==> config.mk <==
export PLATFORM = sky130hd
export DESIGN_NAME = seq_divmod
export DESIGN_NICKNAME = d
export VERILOG_FILES = /design/src/rtl/seq_divmod_pkg.sv /design/src/rtl/seq_divmod_step.sv /design/src/rtl/seq_divmod.sv
export SDC_FILE = /design/constraint.sdc
export NUM_CORES = 1
export LEC_CHECK = 0
export CORE_MARGIN = 10
export CORE_UTILIZATION = 49
export CTS_CLUSTER_SIZE = 24
export DETAILED_ROUTE_END_ITERATION = 8
export HOLD_SLACK_MARGIN = 0.06
export PLACE_DENSITY = 0.77
export SLEW_MARGIN = 20
export SYNTH_ARGS = -nofsm -noshare
export SYNTH_HDL_FRONTEND = slang
export SYNTH_SLANG_ARGS = --single-unit
==> constraint.sdc <==
create_clock -name clk -period 2.22 [get_ports clk]
set_clock_uncertainty 0.1 [all_clocks]
set_input_delay 0.444 -clock clk [delete_from_list [all_inputs] [get_ports clk]]
set_output_delay 0.444 -clock clk [all_outputs]
set_load 0.03 [all_outputs]
==> src/rtl/seq_divmod_pkg.sv <==
`default_nettype none
// ============================================================================
//  Module      : seq_divmod_pkg
//  Description : Shared FSM state type and default widths for seq_divmod.
//  Revision    : 1.0 - initial release
// ============================================================================
package seq_divmod_pkg;

  localparam int DIVMOD_DIVIDEND_W = 6;
  localparam int DIVMOD_DIVISOR_W  = 4;

  typedef enum logic [1:0] {
    IDLE = 2'd0,
    BUSY = 2'd1,
    DONE = 2'd2
  } divmod_state_t;

endpackage
`default_nettype wire

==> src/rtl/seq_divmod_step.sv <==
`default_nettype none
// ============================================================================
//  Module      : divmod_step
//  Description : One restoring-division step: shift in a dividend bit,
//                subtract the divisor when it fits, emit the quotient bit.
//  Revision    : 1.0 - initial release
// ============================================================================
module divmod_step
  import seq_divmod_pkg::*;
#(
  parameter int DIVISOR_W = DIVMOD_DIVISOR_W
) (
  input  logic [DIVISOR_W:0]   prem_in,
  input  logic                 bit_in,
  input  logic [DIVISOR_W-1:0] divisor,
  output logic [DIVISOR_W:0]   prem_out,
  output logic                 q_bit
);

  logic [DIVISOR_W+1:0] w_shifted;
  logic [DIVISOR_W:0]   w_diff;

  assign w_shifted = {prem_in, bit_in};
  assign q_bit     = (w_shifted >= {2'b00, divisor});
  // When the divisor fits, the difference is below the divisor, so the
  // narrower subtraction cannot lose significant bits.
  assign w_diff    = w_shifted[DIVISOR_W:0] - {1'b0, divisor};
  assign prem_out  = q_bit ? w_diff : w_shifted[DIVISOR_W:0];

endmodule
`default_nettype wire

==> src/rtl/seq_divmod.sv <==
`default_nettype none
// ============================================================================
//  Module      : seq_divmod
//  Description : Sequential unsigned divider, one quotient bit per cycle,
//                with ready/valid handshakes on both sides.
//  Revision    : 1.0 - initial release
// ============================================================================
module seq_divmod
  import seq_divmod_pkg::*;
#(
  parameter int DIVIDEND_W = DIVMOD_DIVIDEND_W,
  parameter int DIVISOR_W  = DIVMOD_DIVISOR_W
) (
  input  logic                  clk,
  input  logic                  rst_n,
  input  logic                  start,
  output logic                  in_ready,
  input  logic [DIVIDEND_W-1:0] dividend,
  input  logic [DIVISOR_W-1:0]  divisor,
  output logic                  out_valid,
  input  logic                  out_ready,
  output logic [DIVIDEND_W-1:0] quotient,
  output logic [DIVISOR_W-1:0]  remainder,
  output logic                  div_by_zero
);

  localparam int                 c_CNT_W     = (DIVIDEND_W > 1) ? $clog2(DIVIDEND_W) : 1;
  localparam logic [c_CNT_W-1:0] c_LAST_STEP = c_CNT_W'(DIVIDEND_W - 1);
  localparam logic [c_CNT_W-1:0] c_CNT_ONE   = c_CNT_W'(1);

  divmod_state_t         r_state;
  divmod_state_t         w_next_state;
  logic [DIVIDEND_W-1:0] r_work;
  logic [DIVISOR_W-1:0]  r_divisor;
  logic [DIVISOR_W:0]    r_prem;
  logic [c_CNT_W-1:0]    r_count;
  logic                  r_dbz;

  logic                  w_accept;
  logic                  w_div_zero;
  logic [DIVISOR_W:0]    w_prem_next;
  logic                  w_q_bit;

  assign w_accept   = start && (r_state == IDLE);
  assign w_div_zero = (divisor == '0);

  divmod_step #(
    .DIVISOR_W (DIVISOR_W)
  ) u_step (
    .prem_in  (r_prem),
    .bit_in   (r_work[DIVIDEND_W-1]),
    .divisor  (r_divisor),
    .prem_out (w_prem_next),
    .q_bit    (w_q_bit)
  );

  always_ff @(posedge clk or negedge rst_n) begin
    if (!rst_n) begin
      r_state <= IDLE;
    end else begin
      r_state <= w_next_state;
    end
  end

  always_comb begin
    w_next_state = r_state;
    case (r_state)
      IDLE:    if (start) w_next_state = w_div_zero ? DONE : BUSY;
      BUSY:    if (r_count == c_LAST_STEP) w_next_state = DONE;
      DONE:    if (out_ready) w_next_state = IDLE;
      default: w_next_state = IDLE;
    endcase
  end

  // r_work holds the unconsumed dividend bits; quotient bits shift in from
  // the right, so after the last step it contains the full quotient.
  always_ff @(posedge clk or negedge rst_n) begin
    if (!rst_n) begin
      r_work    <= '0;
      r_divisor <= '0;
      r_prem    <= '0;
      r_count   <= '0;
      r_dbz     <= 1'b0;
    end else if (w_accept) begin
      r_work    <= w_div_zero ? '1 : dividend;
      r_divisor <= divisor;
      r_prem    <= '0;
      r_count   <= '0;
      r_dbz     <= w_div_zero;
    end else if (r_state == BUSY) begin
      r_work    <= {r_work[DIVIDEND_W-2:0], w_q_bit};
      r_prem    <= w_prem_next;
      r_count   <= r_count + c_CNT_ONE;
    end
  end

  assign in_ready    = (r_state == IDLE);
  assign out_valid   = (r_state == DONE);
  assign quotient    = r_work;
  assign remainder   = r_prem[DIVISOR_W-1:0];
  assign div_by_zero = r_dbz;

endmodule
`default_nettype wire

==> reports/metrics.csv, run 1 <==
metric;value;unit
RSZ-0062 raised after global routing;true;
First-pass DRT Iterations;4;
Critical Path RT;2.33;ns
FF+latch area;526;sq um
row count;18;
sequential share of the synthesized area;43.1;%
detailed-route via count;996;
number of synthesized register bits;21;
1st-iter DRT viols;65;
Worst Tran Pin Value;0.568;ns
maximum root-to-sink buffer count;2;
Clock Sinks;21;
initial core utilization;50.1;%
vias per std cell;5.53;
first-pass GRT wire length;5060;um
HP Class;in -> async;
PD cells;1680;mW/mm^2
Clk pin slew, worst setup/hold paths;0.12;ns
Syn Inst Count;126;
die extent in x;69.9;um
# port buffers;26;
CTS tree;built;
Yosys warning count;0;
Multi-input gate area;617;sq um
Syn Area/Cell;9.67;sq um
Layout Utilization;62.1;%
# fillers;198;
clock tree root driver cell;clkbuf_4;
startpoint types;flip-flop;
leak pwr;0.000662;uW
DRT antenna net count;0;
critical path type;reg -> reg;
count of pins over their slew limit;0;
worst r2r src;quotient[5]$_DFFE_PN0P_;
fmax;480;MHz
initial antenna violation count;0;
Tmin final;2.08;ns
wire per inst;16.1;um
RePlAce Congestion;0.864;
cell area after synthesis;0.00122;sq mm
Slew headroom;62.1;%
Die Height;69.9;um
maximum vdd drop;0.911;mV
Ports;27;
clk_lat worst skew;0.31;ns
dpl hpwl;2240;um
H-tree levels;1;
crit path max fanout;9;
Final Hold Vio Count;0;
core area;0.00243;sq mm
fin crit share;93.8;%
CTS Buf Count;3;
ANT cells;0;
area growth from synthesis to layout;23.9;%
Unique masters post-synth;34;
layout cell share with drive strength beyond 1;14.0;%
max_cap viols;0;
overall routing resource usage;12.3;%
R2R cell count;7;
number of global-route vias before repair;1101;
post-synth net total;147;
setup_tns;0;ns
FF-to-FF setup slack;0.14;ns
fin nets;172;
final wirelength;2910;um
# DRC;0;
grt ovf;0;
Final setup viols;0;
status;complete, no violations;
kind of end point of the critical path;flip-flop;
die area;0.00488;sq mm
critical path arrival;2.20;ns
largest net degree at the start of global routing;22;
Worst R2R End;r_prem[2]$_DFFE_PN0P_;
area by class of cell:
| class | instances | area share (%) |
|---|---|---|
| timing repair buffer | 28 | 18.3 |
| clock buffer | 3 | 1.49 |
| multi-input combinational | 90 | 40.8 |
| sequential | 21 | 34.8 |
| clock inverter | 1 | 0.331 |
| inverter | 7 | 1.74 |
| tap | 30 | 2.49 |
stage by stage:
stage               total power [uW]  area [sq um]  instances  hold WS [ns]  setup slack [ns]
finish                          2540          1510        180         0.349             0.138
global route                    2770          1510        180         0.369            0.0128
CTS                             2510          1500        180         0.361            0.0437
detailed placement              2320          1470        176         0.390            0.0902
global placement                2250          1470        176         0.370             0.182
floorplan                       1910          1220        126        0.0484             0.277
placed cells by master, fill, tap and decap left out:
cell type,instances
fa_1,1
a221o_1,3
o2bb2ai_1,1
and2_1,1
dfrtp_1,21
a31oi_2,5
nor2b_1,1
nor2_2,1
clkinv_2,1
or2_1,1
inv_1,7
dlymetal6s2s_1,1
or3b_1,1
o22ai_1,1
mux2_2,5
nand4_1,1
and2b_1,1
nor4_1,3
nor3_1,2
clkdlybuf4s50_1,24
ha_1,6
a21oi_4,1
or4_4,1
nand3_2,1
nand3_1,1
xor2_1,1
xnor2_1,1
dlygate4sd2_1,1
buf_4,2
o31a_1,1
nand2_1,20
nand2_2,1
a21oi_1,6
clkbuf_4,3
nand2b_1,2
o21bai_1,1
o21ai_0,8
nor2_1,11
cells in the mapped netlist:
| library cell | number | area [sq um] |
|---|---|---|
| mux2_2 | 5 | 56.3 |
| a21oi_2 | 1 | 8.76 |
| xor2_1 | 1 | 8.76 |
| o21bai_1 | 1 | 7.51 |
| nand2_2 | 1 | 6.26 |
| nand2b_1 | 2 | 12.5 |
| nor3_1 | 2 | 10.0 |
| and2b_1 | 1 | 7.51 |
| nor2_1 | 11 | 41.3 |
| o21ai_0 | 8 | 40.0 |
| nor2b_1 | 1 | 6.26 |
| nor4_1 | 3 | 18.8 |
| buf_2 | 1 | 5.00 |
| nand2_1 | 20 | 75.1 |
| a31oi_2 | 5 | 62.6 |
| or4_4 | 1 | 11.3 |
| or2_1 | 1 | 6.26 |
| a221o_1 | 3 | 30.0 |
| inv_1 | 7 | 26.3 |
| o2bb2ai_1 | 1 | 8.76 |
| buf_4 | 7 | 52.6 |
| o22ai_1 | 1 | 6.26 |
| fa_1 | 1 | 20.0 |
| nand4_1 | 1 | 6.26 |
| nand3_2 | 1 | 10.0 |
| o31a_1 | 1 | 8.76 |
| a21oi_1 | 6 | 30.0 |
| and2_1 | 1 | 6.26 |
| ha_1 | 6 | 75.1 |
| nand3_1 | 1 | 5.00 |
| nor2_2 | 1 | 6.26 |
| or3b_1 | 1 | 8.76 |
| dfrtp_1 | 21 | 526 |
| xnor2_1 | 1 | 8.76 |
report_power, final:
| group | leakage, uW | switching (uW) | total [uW] | internal (uW) |
|---|---|---|---|---|
| clock network | 0.0000177 | 120 | 188 | 67.3 |
| registers | 0.000254 | 158 | 732 | 574 |
| logic | 0.000390 | 939 | 1620 | 677 |
logic make-up (layout without fill, tap and decap cells):
| group | after synthesis | after routing | synth area share, % |
|---|---|---|---|
| AND/OR/NAND/NOR | 49 | 49 | 19.5 |
| AO/OA/AOI/OAI | 27 | 27 | 16.6 |
| flip-flops | 21 | 21 | 43.1 |
| buffers and inverters | 15 | 39 | 6.88 |
| adder cells (fa/ha/maj) | 7 | 7 | 7.80 |
| multiplexers | 5 | 5 | 4.62 |
| XOR/XNOR | 2 | 2 | 1.44 |
state kept, by name, summed over array words and instances, names as in the netlist:
signal / count
div_by_zero: 1
quotient: 6
r_count: 3
r_divisor: 4
r_prem: 5
r_state: 2
metal layers:
| layer | vias up | wire, um | GRT usage [%] |
|---|---|---|---|
| met4 | 0 | 12 | 2.63 |
| met2 | 32 | 1590 | 22.8 |
| met1 | 482 | 1080 | 12.2 |
| met5 | - | 0 | 0 |
| met3 | 2 | 217 | 5.79 |
| li1 | 480 | - | - |
worst max-delay path, stage by stage (launching register included):
cell and delay (ns):
dfrtp_1 0.39, inv_1 0.07, ha_1 0.21, fa_1 0.38, nand2b_1 0.20, a21oi_4 0.25, nor3_1 0.11, a221o_1 0.26
worst max-delay path by stage:
stage                                 start                     to  slack [ns]
floorplan           quotient[5]$_DFFE_PN0P_  r_prem[2]$_DFFE_PN0P_        0.28
global placement    quotient[5]$_DFFE_PN0P_  r_prem[1]$_DFFE_PN0P_        0.18
detailed placement  quotient[5]$_DFFE_PN0P_  r_prem[2]$_DFFE_PN0P_        0.09
CTS                  r_state[1]$_DFFE_PN0P_              out_valid        0.04
global route        quotient[5]$_DFFE_PN0P_  r_prem[1]$_DFFE_PN0P_        0.01
finish              quotient[5]$_DFFE_PN0P_  r_prem[2]$_DFFE_PN0P_        0.14
timing repair:
action,in CTS,in global routing
resized for setup,1,2
hold buffers,0,0
hold endpoints to repair,0,0
buffers inserted,0,0
endpoints found under the setup margin,1,5
No activity file was read; power rests on OpenSTA's default activity.
==> run 2: changes to the inputs <==
Settings changed: SLEW_MARGIN 20 to 30.
==> results of run 2 <==
No change in the layout: final DEF, timing and power equal those of run 1.
